## src/rtl/dma_tag_engine.sv

```systemverilog
// dma_tag_engine: fetch a tagged record list over Avalon-MM and copy passing payloads to DST_BASE.
// Optional macro DMAC_ENDIAN_SWAP_EN byte-reverses every payload word on the write bus.
module dma_tag_engine #(
    parameter int unsigned RECORD_WORDS = 4,
    parameter logic [31:0] DST_BASE     = 32'h0001_0000,
    parameter logic [15:0] TAG_MAGIC    = 16'hA5C3
) (
    input  logic        iClk,
    input  logic        iRstn,
    input  logic        start_i,
    input  logic        start_trigger_i,
    input  logic [31:0] s_addr_i,
    output logic        done_trigger_o,
    output logic [15:0] tag_fail_nums_o,
    output logic [31:0] end_addr_write_o,
    output logic        busy_o,
    output logic [31:0] avm_address,
    output logic        avm_read,
    output logic        avm_write,
    output logic [31:0] avm_writedata,
    input  logic [31:0] avm_readdata,
    input  logic        avm_waitrequest
);

    localparam logic [3:0] LAST_W = 4'(RECORD_WORDS - 2);

    typedef enum logic [2:0] {
        S_IDLE, S_RD_HDR, S_RD_PAY, S_RD_TAG, S_WR_PAY, S_NEXT, S_DONE
    } state_e;

    state_e      state_q, state_d;
    logic [31:0] src_q, src_d;
    logic [31:0] dst_q, dst_d;
    logic [15:0] n_q, n_d;
    logic [15:0] rec_q, rec_d;
    logic [3:0]  wcnt_q, wcnt_d;
    logic [15:0] fail_q, fail_d;
    logic [31:0] end_q, end_d;
    logic [31:0] buf_q [16];
    logic [31:0] pay_w;
    logic        xfer_ok;
    logic        abort;
    logic        tag_pass;

    assign xfer_ok  = (avm_read | avm_write) & ~avm_waitrequest;
    assign abort    = ~start_i & (state_q != S_IDLE) & (state_q != S_DONE);
    assign tag_pass = (avm_readdata[31:16] == TAG_MAGIC) &&
                      (avm_readdata[15:0] == rec_q);
    assign pay_w    = buf_q[wcnt_q];

    assign tag_fail_nums_o  = fail_q;
    assign end_addr_write_o = end_q;

    // State register
    always_ff @(posedge iClk or negedge iRstn) begin
        if (!iRstn) state_q <= S_IDLE;
        else        state_q <= state_d;
    end

    // Next-state: advance on completed transfers; abort only once no transfer is pending
    always_comb begin
        state_d = state_q;
        case (state_q)
            S_IDLE:   if (start_trigger_i) state_d = S_RD_HDR;
            S_RD_HDR: if (xfer_ok)
                          state_d = (avm_readdata[15:0] == 16'd0) ? S_DONE : S_RD_PAY;
            S_RD_PAY: if (xfer_ok && wcnt_q == LAST_W) state_d = S_RD_TAG;
            S_RD_TAG: if (xfer_ok) state_d = tag_pass ? S_WR_PAY : S_NEXT;
            S_WR_PAY: if (xfer_ok && wcnt_q == LAST_W) state_d = S_NEXT;
            S_NEXT:   state_d = (rec_q + 16'd1 == n_q) ? S_DONE : S_RD_PAY;
            S_DONE:   state_d = S_IDLE;
            default:  state_d = S_IDLE;
        endcase
        if (abort && (state_q == S_NEXT || xfer_ok)) state_d = S_IDLE;
    end

    // Bus and status outputs decoded from the current state
    always_comb begin
        busy_o         = (state_q != S_IDLE);
        done_trigger_o = (state_q == S_DONE);
        avm_read       = 1'b0;
        avm_write      = 1'b0;
        avm_address    = 32'd0;
        avm_writedata  = 32'd0;
        case (state_q)
            S_RD_HDR, S_RD_PAY, S_RD_TAG: begin
                avm_read    = 1'b1;
                avm_address = src_q;
            end
            S_WR_PAY: begin
                avm_write   = 1'b1;
                avm_address = dst_q;
`ifdef DMAC_ENDIAN_SWAP_EN
                avm_writedata = {pay_w[7:0], pay_w[15:8], pay_w[23:16], pay_w[31:24]};
`else
                avm_writedata = pay_w;
`endif
            end
            default: ;
        endcase
    end

    // Datapath next-state: pointers, counters and result registers
    always_comb begin
        src_d  = src_q;
        dst_d  = dst_q;
        n_d    = n_q;
        rec_d  = rec_q;
        wcnt_d = wcnt_q;
        fail_d = fail_q;
        end_d  = end_q;
        case (state_q)
            S_IDLE: if (start_trigger_i) begin
                src_d  = s_addr_i & ~32'd3;
                dst_d  = DST_BASE;
                fail_d = 16'd0;
                rec_d  = 16'd0;
                wcnt_d = 4'd0;
            end
            S_RD_HDR: if (xfer_ok) begin
                n_d   = avm_readdata[15:0];
                src_d = src_q + 32'd4;
            end
            S_RD_PAY: if (xfer_ok) begin
                src_d  = src_q + 32'd4;
                wcnt_d = (wcnt_q == LAST_W) ? 4'd0 : wcnt_q + 4'd1;
            end
            S_RD_TAG: if (xfer_ok) begin
                src_d = src_q + 32'd4;
                if (!tag_pass && fail_q != 16'hFFFF) fail_d = fail_q + 16'd1;
            end
            S_WR_PAY: if (xfer_ok) begin
                dst_d  = dst_q + 32'd4;
                wcnt_d = (wcnt_q == LAST_W) ? 4'd0 : wcnt_q + 4'd1;
            end
            S_NEXT: rec_d = rec_q + 16'd1;
            S_DONE: end_d = dst_q;
            default: ;
        endcase
    end

    // Datapath registers
    always_ff @(posedge iClk or negedge iRstn) begin
        if (!iRstn) begin
            src_q  <= 32'd0;
            dst_q  <= 32'd0;
            n_q    <= 16'd0;
            rec_q  <= 16'd0;
            wcnt_q <= 4'd0;
            fail_q <= 16'd0;
            end_q  <= 32'd0;
        end else begin
            src_q  <= src_d;
            dst_q  <= dst_d;
            n_q    <= n_d;
            rec_q  <= rec_d;
            wcnt_q <= wcnt_d;
            fail_q <= fail_d;
            end_q  <= end_d;
        end
    end

    // Payload buffer filled word by word during the payload read phase
    always_ff @(posedge iClk or negedge iRstn) begin
        if (!iRstn) begin
            for (int i = 0; i < 16; i++) buf_q[i] <= 32'd0;
        end else if (state_q == S_RD_PAY && xfer_ok) begin
            buf_q[wcnt_q] <= avm_readdata;
        end
    end

endmodule

```

## config.mk

```make
export PLATFORM = sky130hd
export DESIGN_NAME = dma_tag_engine
export DESIGN_NICKNAME = d
export VERILOG_FILES = /design/src/rtl/dma_tag_engine.sv
export SDC_FILE = /design/constraint.sdc
export NUM_CORES = 1
export LEC_CHECK = 0
export CORE_ASPECT_RATIO = 1.1
export CORE_UTILIZATION = 55
export CTS_CLUSTER_DIAMETER = 60
export DETAILED_ROUTE_END_ITERATION = 10
export GPL_ROUTABILITY_DRIVEN = 0
export MAX_ROUTING_LAYER = met4
export PLACE_DENSITY = 0.86
export RECOVER_POWER = 100
export SKIP_LAST_GASP = 1
export SYNTH_ARGS = -nofsm -noshare
export SYNTH_HDL_FRONTEND = slang
export SYNTH_SLANG_ARGS = --single-unit
```

## constraint.sdc

```tcl
create_clock -name iClk -period 2.9 [get_ports iClk]
set_input_delay 0.435 -clock iClk [delete_from_list [all_inputs] [get_ports iClk]]
set_output_delay 0.435 -clock iClk [all_outputs]
set_load 0.01 [all_outputs]
```

==> results of run 1 <==
-- layout by cell type, fill, tap and decap left out, drive strengths merged, types with 5 or more instances in the layout --
cell type | Yosys | layout
mux4 | 160 | 160
dlygate4sd3 | 0 | 48
clkbuf | 102 | 125
xnor2 | 33 | 33
o22ai | 20 | 20
mux2 | 547 | 547
o21ai | 85 | 85
nand4 | 24 | 24
mux2i | 7 | 7
and2 | 37 | 37
xor2 | 22 | 22
inv | 28 | 31
buf | 101 | 194
a22o | 16 | 16
clkdlybuf4s50 | 0 | 71
nor2b | 7 | 7
nand3 | 42 | 42
a31oi | 5 | 5
nand2b | 8 | 8
or3 | 17 | 17
nor4 | 18 | 18
nor3 | 15 | 15
nor2 | 82 | 82
o31ai | 18 | 18
dfrtp | 657 | 657
a21oi | 84 | 84
a211oi | 5 | 5
and3 | 14 | 14
clkinv | 0 | 16
dlygate4sd2 | 0 | 24
nand2 | 107 | 107
or4 | 10 | 10
-- state kept, by name, summed over array words and instances (netlist names) --
name,cells
state_q,3
end_addr_write_o,30
tag_fail_nums_o,16
buf_q,512
rec_q,16
n_q,16
src_q,30
dst_q,30
wcnt_q,4
-- layout make-up --
class	count	area, µm²
fillers	3545	18500
multi-input cells	1435	14200
repair inverters	2	17.5
well taps	744	931
inverters	28	123
clock buffers	99	2030
flip-flops and latches	657	16400
clock inverters	23	258
repair buffers	367	3820
-- Yosys cell counts, types with 14 or more instances --
cell and instances:
a21oi_1 84, a22o_1 16, and2_1 36, and3_1 14, buf_1 30, buf_2 58
clkbuf_1 101, dfrtp_1 657, inv_1 26, mux2_2 537, mux4_2 160, nand2_1 107
nand3_1 42, nand4_1 23, nor2_1 77, nor3_1 14, nor4_1 14, o21ai_0 85
o22ai_1 20, o31ai_1 17, or3_1 17, xnor2_1 33, xor2_1 22
-- worst paths after layout --
path                                       from                   end  cells after the start
max in group asynchronous                 iRstn            buf_q[285]                      3
hold reg to reg            end_addr_write_o[14]  end_addr_write_o[14]                      2
hold / removal                      s_addr_i[2]              src_q[2]                      3
min in group asynchronous                 iRstn            buf_q[137]                      2
setup / recovery                      wcnt_q[0]      avm_writedata[6]                      9
setup reg to reg                     state_q[2]            buf_q[468]                      8
-- per-layer routing --
metal  up-vias  track usage
met5         -            -
met4         0        0.196
met3       392       0.0537
met2      1214        0.526
met1     11374        0.397
li1       9034            -
-- where the power goes --
part           internal [mW]  leakage, nW  switching (mW)
combinational           4.28         7.46            4.23
clock                   5.25         1.13            3.79
sequential              10.4         8.94            1.05
total                   20.0         17.5            9.07
-- logic make-up after synthesis --
kind of cell | Yosys count | share of synthesized area
XOR/XNOR | 55 | 0.0153
adder cells (fa/ha/maj) | 4 | 0.00159
flip-flops | 657 | 0.523
multiplexers | 714 | 0.313
AND/OR/NAND/NOR | 401 | 0.0666
other | 1 | 0.000119
buffers and inverters | 231 | 0.0316
AO/OA/AOI/OAI | 257 | 0.0494
-- through the flow --
step           hold WS, ns  setup WS (ns)  instances
2_1_floorplan        0.139          0.460       2323
3_3_place_gp         0.422        -0.0168       3184
3_5_place_dp         0.436        -0.0385       3184
4_1_cts              0.398         -0.583       3346
5_1_grt              0.437         -0.642       3355
6_report             0.419         -0.639       3355
-- critical path, stage by stage, from the launching register on --
cell and delay [ns]:
dfrtp_4 0.49, buf_12 0.14, buf_12 0.14, buf_16 0.13
buf_12 0.12, buf_8 0.11, mux4_2 0.48, mux4_2 0.52
and2_4 0.20, buf_6 0.12
-- what timing repair did --
action | in CTS | in global routing
gates resized for setup | 254 | 32
setup buffers | 32 | 16
cloned | 7 | 2
endpoints found under the hold margin | 49 | 0
hold buffers | 1 | 0
pin swaps | 4 | 12
setup endpoints to repair | 64 | 39
==> reports/results.tsv, run 1 <==
stage	metric	value	unit
detailed_routing	wl_met3	6840	µm
finish	nets	2633	
clock_tree	root_buffer	clkbuf_16	
detailed_routing	wl	91900	µm
sta	skew	0.0436	ns
global_routing	gr-total-overflow	0	
clock_tree	clockBufferDepth	3	
yosys	syn_area	31500	µm²
setup_path	arrival	3.10	ns
sta	drv_slew	61	
run_status	status	finished, violations left	
place	dpl.hpwl	52100	µm
yosys	synth-seq-cells	657	
floorplan	start_util	0.559	
detailed_routing	wire_per_inst	27.4	µm
sta	max_freq	283	MHz
detailed_routing	top_layer	met4	
global_routing	grt_max_degree	104	
yosys	synth-async-reset-ratio	1.00	
floorplan	io_pins	185	
setup_path	cp.required	2.47	ns
floorplan	die-area	58200	µm²
power_and_ir_drop	peakVddDrop	0.451	mV
floorplan	core_area	56200	µm²
sta	fin_ws	-0.639	ns
yosys	synthCells	2320	
setup_path	criticalPathCategory	register to output port	
finish	area_growth	20.2	%
detailed_routing	vias	22014	
sta	setup_viol	307	
clock_tree	cts_tree	yes	
sta	period_share	1.22	
finish	drive_gt1_frac	0.416	
detailed_routing	dr.pass1.iters	7	
sta	max_slew_margin	-0.109	
global_routing	grt_pass1_vias	23329	
clock_tree	clock_latency	0.64	ns
detailed_routing	drc	0	
setup_path	r2r_slack	-0.32	ns
detailed_routing	first_iter_violations	2479	
yosys	ys_top_cells_by_area	dfrtp_1, mux2_2, mux4_2	
global_routing	grt_pass1_wl	140000	µm
yosys	avgSynthCellArea	13.6	µm²
sta	tightest_slew	1.66	ns
yosys	ys_seq_area_frac	0.523	
finish	utilization	0.672	
finish	diodes	0	
finish	design_area	37800	µm²
yosys	yosys_warnings	0	
sta	hold_viol_final	0	
clock_tree	cts.clk_slew.worst_paths	0.07	ns
power_and_ir_drop	power	29.0	mW
power_and_ir_drop	leakage	17.5	nW
global_routing	globalRouteTotalUtil	0.329	
power_and_ir_drop	power.density	768	nW/µm²
setup_path	cp-start-kind	register	
detailed_routing	drt-met1-wl	33500	µm
min_path	min_path_type	input port to register	
global_routing	antenna_found_initial	0	
floorplan	fp.dieW	230	µm
floorplan	die_y	253	µm
clock_tree	cts_htree_levels	3	
setup_path	crit_fanout	7	
yosys	synthFlopType	dfrtp_1	
sta	rsz0062_at_grt	yes	
detailed_routing	wl_met2	46000	µm
yosys	synth_top_area_frac	0.523	
clock_tree	cts_buffers	69	
setup_path	end_kind	output port	
clock_tree	cts.sinks	657	
yosys	yosys.area.top_type	dfrtp_1	
floorplan	std_cell_rows	91	
run_status	violations	capacitance limit, slew limit, setup timing	
detailed_routing	ant_nets	0	
place	port_buffers	178	
yosys	synth_cell_types	69	
yosys	synth_edf_count	0	
place	post_dp_cell_area	35000	µm²
detailed_routing	via_per_inst	6.56	
sta	tns	-45.10	ns
sta	period_needed	3.54	ns
flow_run	drv_cap	1	
No activity file was read; power rests on OpenSTA's default activity.
==> run 2: changes to the inputs <==
--- a/config.mk
+++ b/config.mk
@@ -7,2 +7,3 @@
 export LEC_CHECK = 0
+export CAP_MARGIN = 20
 export CORE_ASPECT_RATIO = 1.1
--- a/constraint.sdc
+++ b/constraint.sdc
@@ -3,2 +3,2 @@
 set_output_delay 0.435 -clock iClk [all_outputs]
-set_load 0.01 [all_outputs]
+set_load 0.005 [all_outputs]
==> run 2 against run 1 <==
Against the previous run: the flow finishes with violations (setup timing); core utilization decreased by 0.26 points; die area is the same; worst setup slack improved by 0.26 ns; final cell count fell by 0.39%; wire length is 1.2% lower; non-clock buffer count fell by 8; global-route usage down 0.46 points; final area is 0.39% lower; register-to-register slack improved by 0.21 ns; sequential power about the same; highest routed layer unchanged; via count fell by 0.48%.
==> reports/results.tsv, run 2 (synthesis results as in run 1) <==
stage	metric	value	unit	change
sta	rsz0062_at_grt	yes		
power_and_ir_drop	power	29.0	mW	-0.24%
global_routing	grt_pass1_vias	23163		-0.71%
sta	tightest_slew	1.41	ns	-0.258 ns
place	dpl.hpwl	52400	µm	+0.68%
detailed_routing	wire_per_inst	27.2	µm	-0.84%
setup_path	path_cells	buf_12 -> buf_16 -> buf_6 -> mux4_2 -> mux4_2 -> and2_4 -> buf_6		
setup_path	cpMaxStageDelayCell	mux4_2		
sta	max_slew_margin	0.0631		+0.172
place	port_buffers	178		unchanged
floorplan	die_y	253	µm	unchanged
finish	design_area	37600	µm²	-0.39%
clock_tree	cts_buffers	68		-1.4%
floorplan	std_cell_rows	91		unchanged
power_and_ir_drop	power.density	769	nW/µm²	+0.15%
run_status	status	finished, violations left		
flow_run	drv_cap	0		-1
sta	tns	-17.39	ns	+27.71 ns
clock_tree	root_buffer	clkbuf_16		
setup_path	cp-start-kind	register		
detailed_routing	via_per_inst	6.56		about the same
detailed_routing	dr.pass1.iters	7		unchanged
clock_tree	clock_latency	0.63	ns	about the same
clock_tree	cts_tree	yes		
finish	drive_gt1_frac	0.404		-0.0120
sta	fin_ws	-0.377	ns	+0.263 ns
sta	hold_viol_final	0		unchanged
global_routing	gr-total-overflow	0		unchanged
min_path	hold_start	s_addr_i[2]		
floorplan	fp.dieW	230	µm	unchanged
detailed_routing	vias	21908		-0.48%
power_and_ir_drop	peakVddDrop	0.448	mV	-0.72%
global_routing	grt_pass1_wl	138000	µm	-1.4%
finish	area_growth	19.7	%	
detailed_routing	drc	0		unchanged
floorplan	die-area	58200	µm²	unchanged
setup_path	crit_fanout	7		unchanged
setup_path	r2r-start	wcnt_q[0]		
detailed_routing	wl	90700	µm	-1.2%
sta	period_needed	3.28	ns	-0.263 ns
run_status	violations	setup timing		
setup_path	end_kind	output port		
floorplan	core_area	56200	µm²	unchanged
sta	drv_slew	0		-100%
sta	period_share	1.13		-0.0905
setup_path	criticalPathCategory	register to output port		
sta	setup_viol	95		-69%
min_path	min_path_type	input port to register		
setup_path	cpPeakStageDelay	0.51	ns	about the same
global_routing	grt_max_degree	89		-14%
place	post-place-ws	-0.0127	ns	+0.0258 ns
setup_path	cp_top_family	multiplexers		
setup_path	cp.required	2.47	ns	about the same
finish	regMostFlops	buf_q		
global_routing	antenna_found_initial	1		+1
finish	nFillCells	3636		+2.6%
sta	skew	0.0238	ns	-0.0198 ns
detailed_routing	ant_nets	0		unchanged
setup_path	cp-startpoint	wcnt_q[0]		
setup_path	arrival	2.84	ns	-0.26 ns
finish	nets	2623		-0.38%
finish	layout_commonest_cell	dfrtp_1		
global_routing	globalRouteTotalUtil	0.325		-0.00459
clock_tree	clockBufferDepth	3		unchanged
floorplan	io_pins	185		unchanged
power_and_ir_drop	leakage	17.3	nW	-1.1%
clock_tree	cts.sinks	657		unchanged
sta	max_freq	305	MHz	+8.0%
place	post_dp_cell_area	35000	µm²	about the same
clock_tree	cts.clk_slew.worst_paths	0.06	ns	about the same
detailed_routing	first_iter_violations	2633		+6.2%
place	place_inst	3183		-0.031%
finish	final_cells	3342		-0.39%
setup_path	crit_buf_inv	4		-2
finish	largest_reg_flops	512		unchanged
floorplan	start_util	0.559		unchanged
clock_tree	cts_htree_levels	3		unchanged
finish	final_cell_mix	dfrtp_1, mux2_2, mux4_2, nand2_1, clkdlybuf4s50_1		
-- run 2: cell count changes in the layout (fill, tap and decap cells not counted), sizes merged, moves of 2 or more --
cell and delta:
buf -39, clkbuf +26, clkdlybuf4s50 +26, dlymetal6s2s -3
bufinv +2, inv +2, dlygate4sd2 -23, clkinv -5
-- run 2: per-layer routing --
| metal | share of wire | global-route usage | wire length, µm | vias up |
|---|---|---|---|---|
| met5 | 0 | - | 0 | - |
| met4 | 0.056 | 0.186 | 5100 | 0 |
| met3 | 0.078 | 0.0535 | 7120 | 384 |
| met2 | 0.50 | 0.521 | 45300 | 1261 |
| met1 | 0.37 | 0.392 | 33200 | 11252 |
| li1 | - | - | - | 9011 |
-- run 2: final timing paths --
path	endpoint	slack [ns]	cells past startpoint
worst min-delay path	src_q[2]	0.39	3
worst min register to register	end_addr_write_o[30]	0.48	2
worst max-delay path	avm_writedata[31]	-0.38	7
worst max register to register	buf_q[438]	-0.11	8
max in group asynchronous	buf_q[505]	0.40	3
min in group asynchronous	buf_q[487]	0.69	2
-- run 2: metrics by stage --
stage / utilization / hold slack (ns)
detailed placement: 0.622 / 0.473
floorplan: - / 0.139
global route: 0.669 / 0.413
CTS: 0.677 / 0.371
finish: 0.669 / 0.394
global placement: 0.622 / 0.463
-- run 2: cell type report --
cell class              instances  area, µm²  area share
diodes                          1       2.50   0.0000665
clock buffers                  94       1980      0.0526
clock inverters                23        289     0.00768
inverters                      28        136     0.00362
multi-input cells            1435      14200       0.377
flip-flops and latches        657      16400       0.437
well taps                     744        931      0.0247
repair buffers                359       3670      0.0974
repair inverters                1       8.76    0.000233
-- run 2: power by group --
part           leakage [nW]  internal (mW)  total, mW  switching [mW]
sequential             8.94           10.4       11.4            1.02
clock                  1.12           5.25       9.01            3.76
combinational          7.28           4.50       8.51            4.01
-- run 2: tightest hold or removal path, cell delays in order --
cell,delay (ns)
clkdlybuf4s50_1,0.41
nand3_1,0.07
nand2_1,0.06
-- run 2: what timing repair did --
item	CTS	global route
endpoints found under the setup margin	64	59
hold buffers	1	0
buffers inserted	30	8
resized for setup	248	38
pin swaps	10	6
gates cloned	9	1
endpoints found under the hold margin	66	0
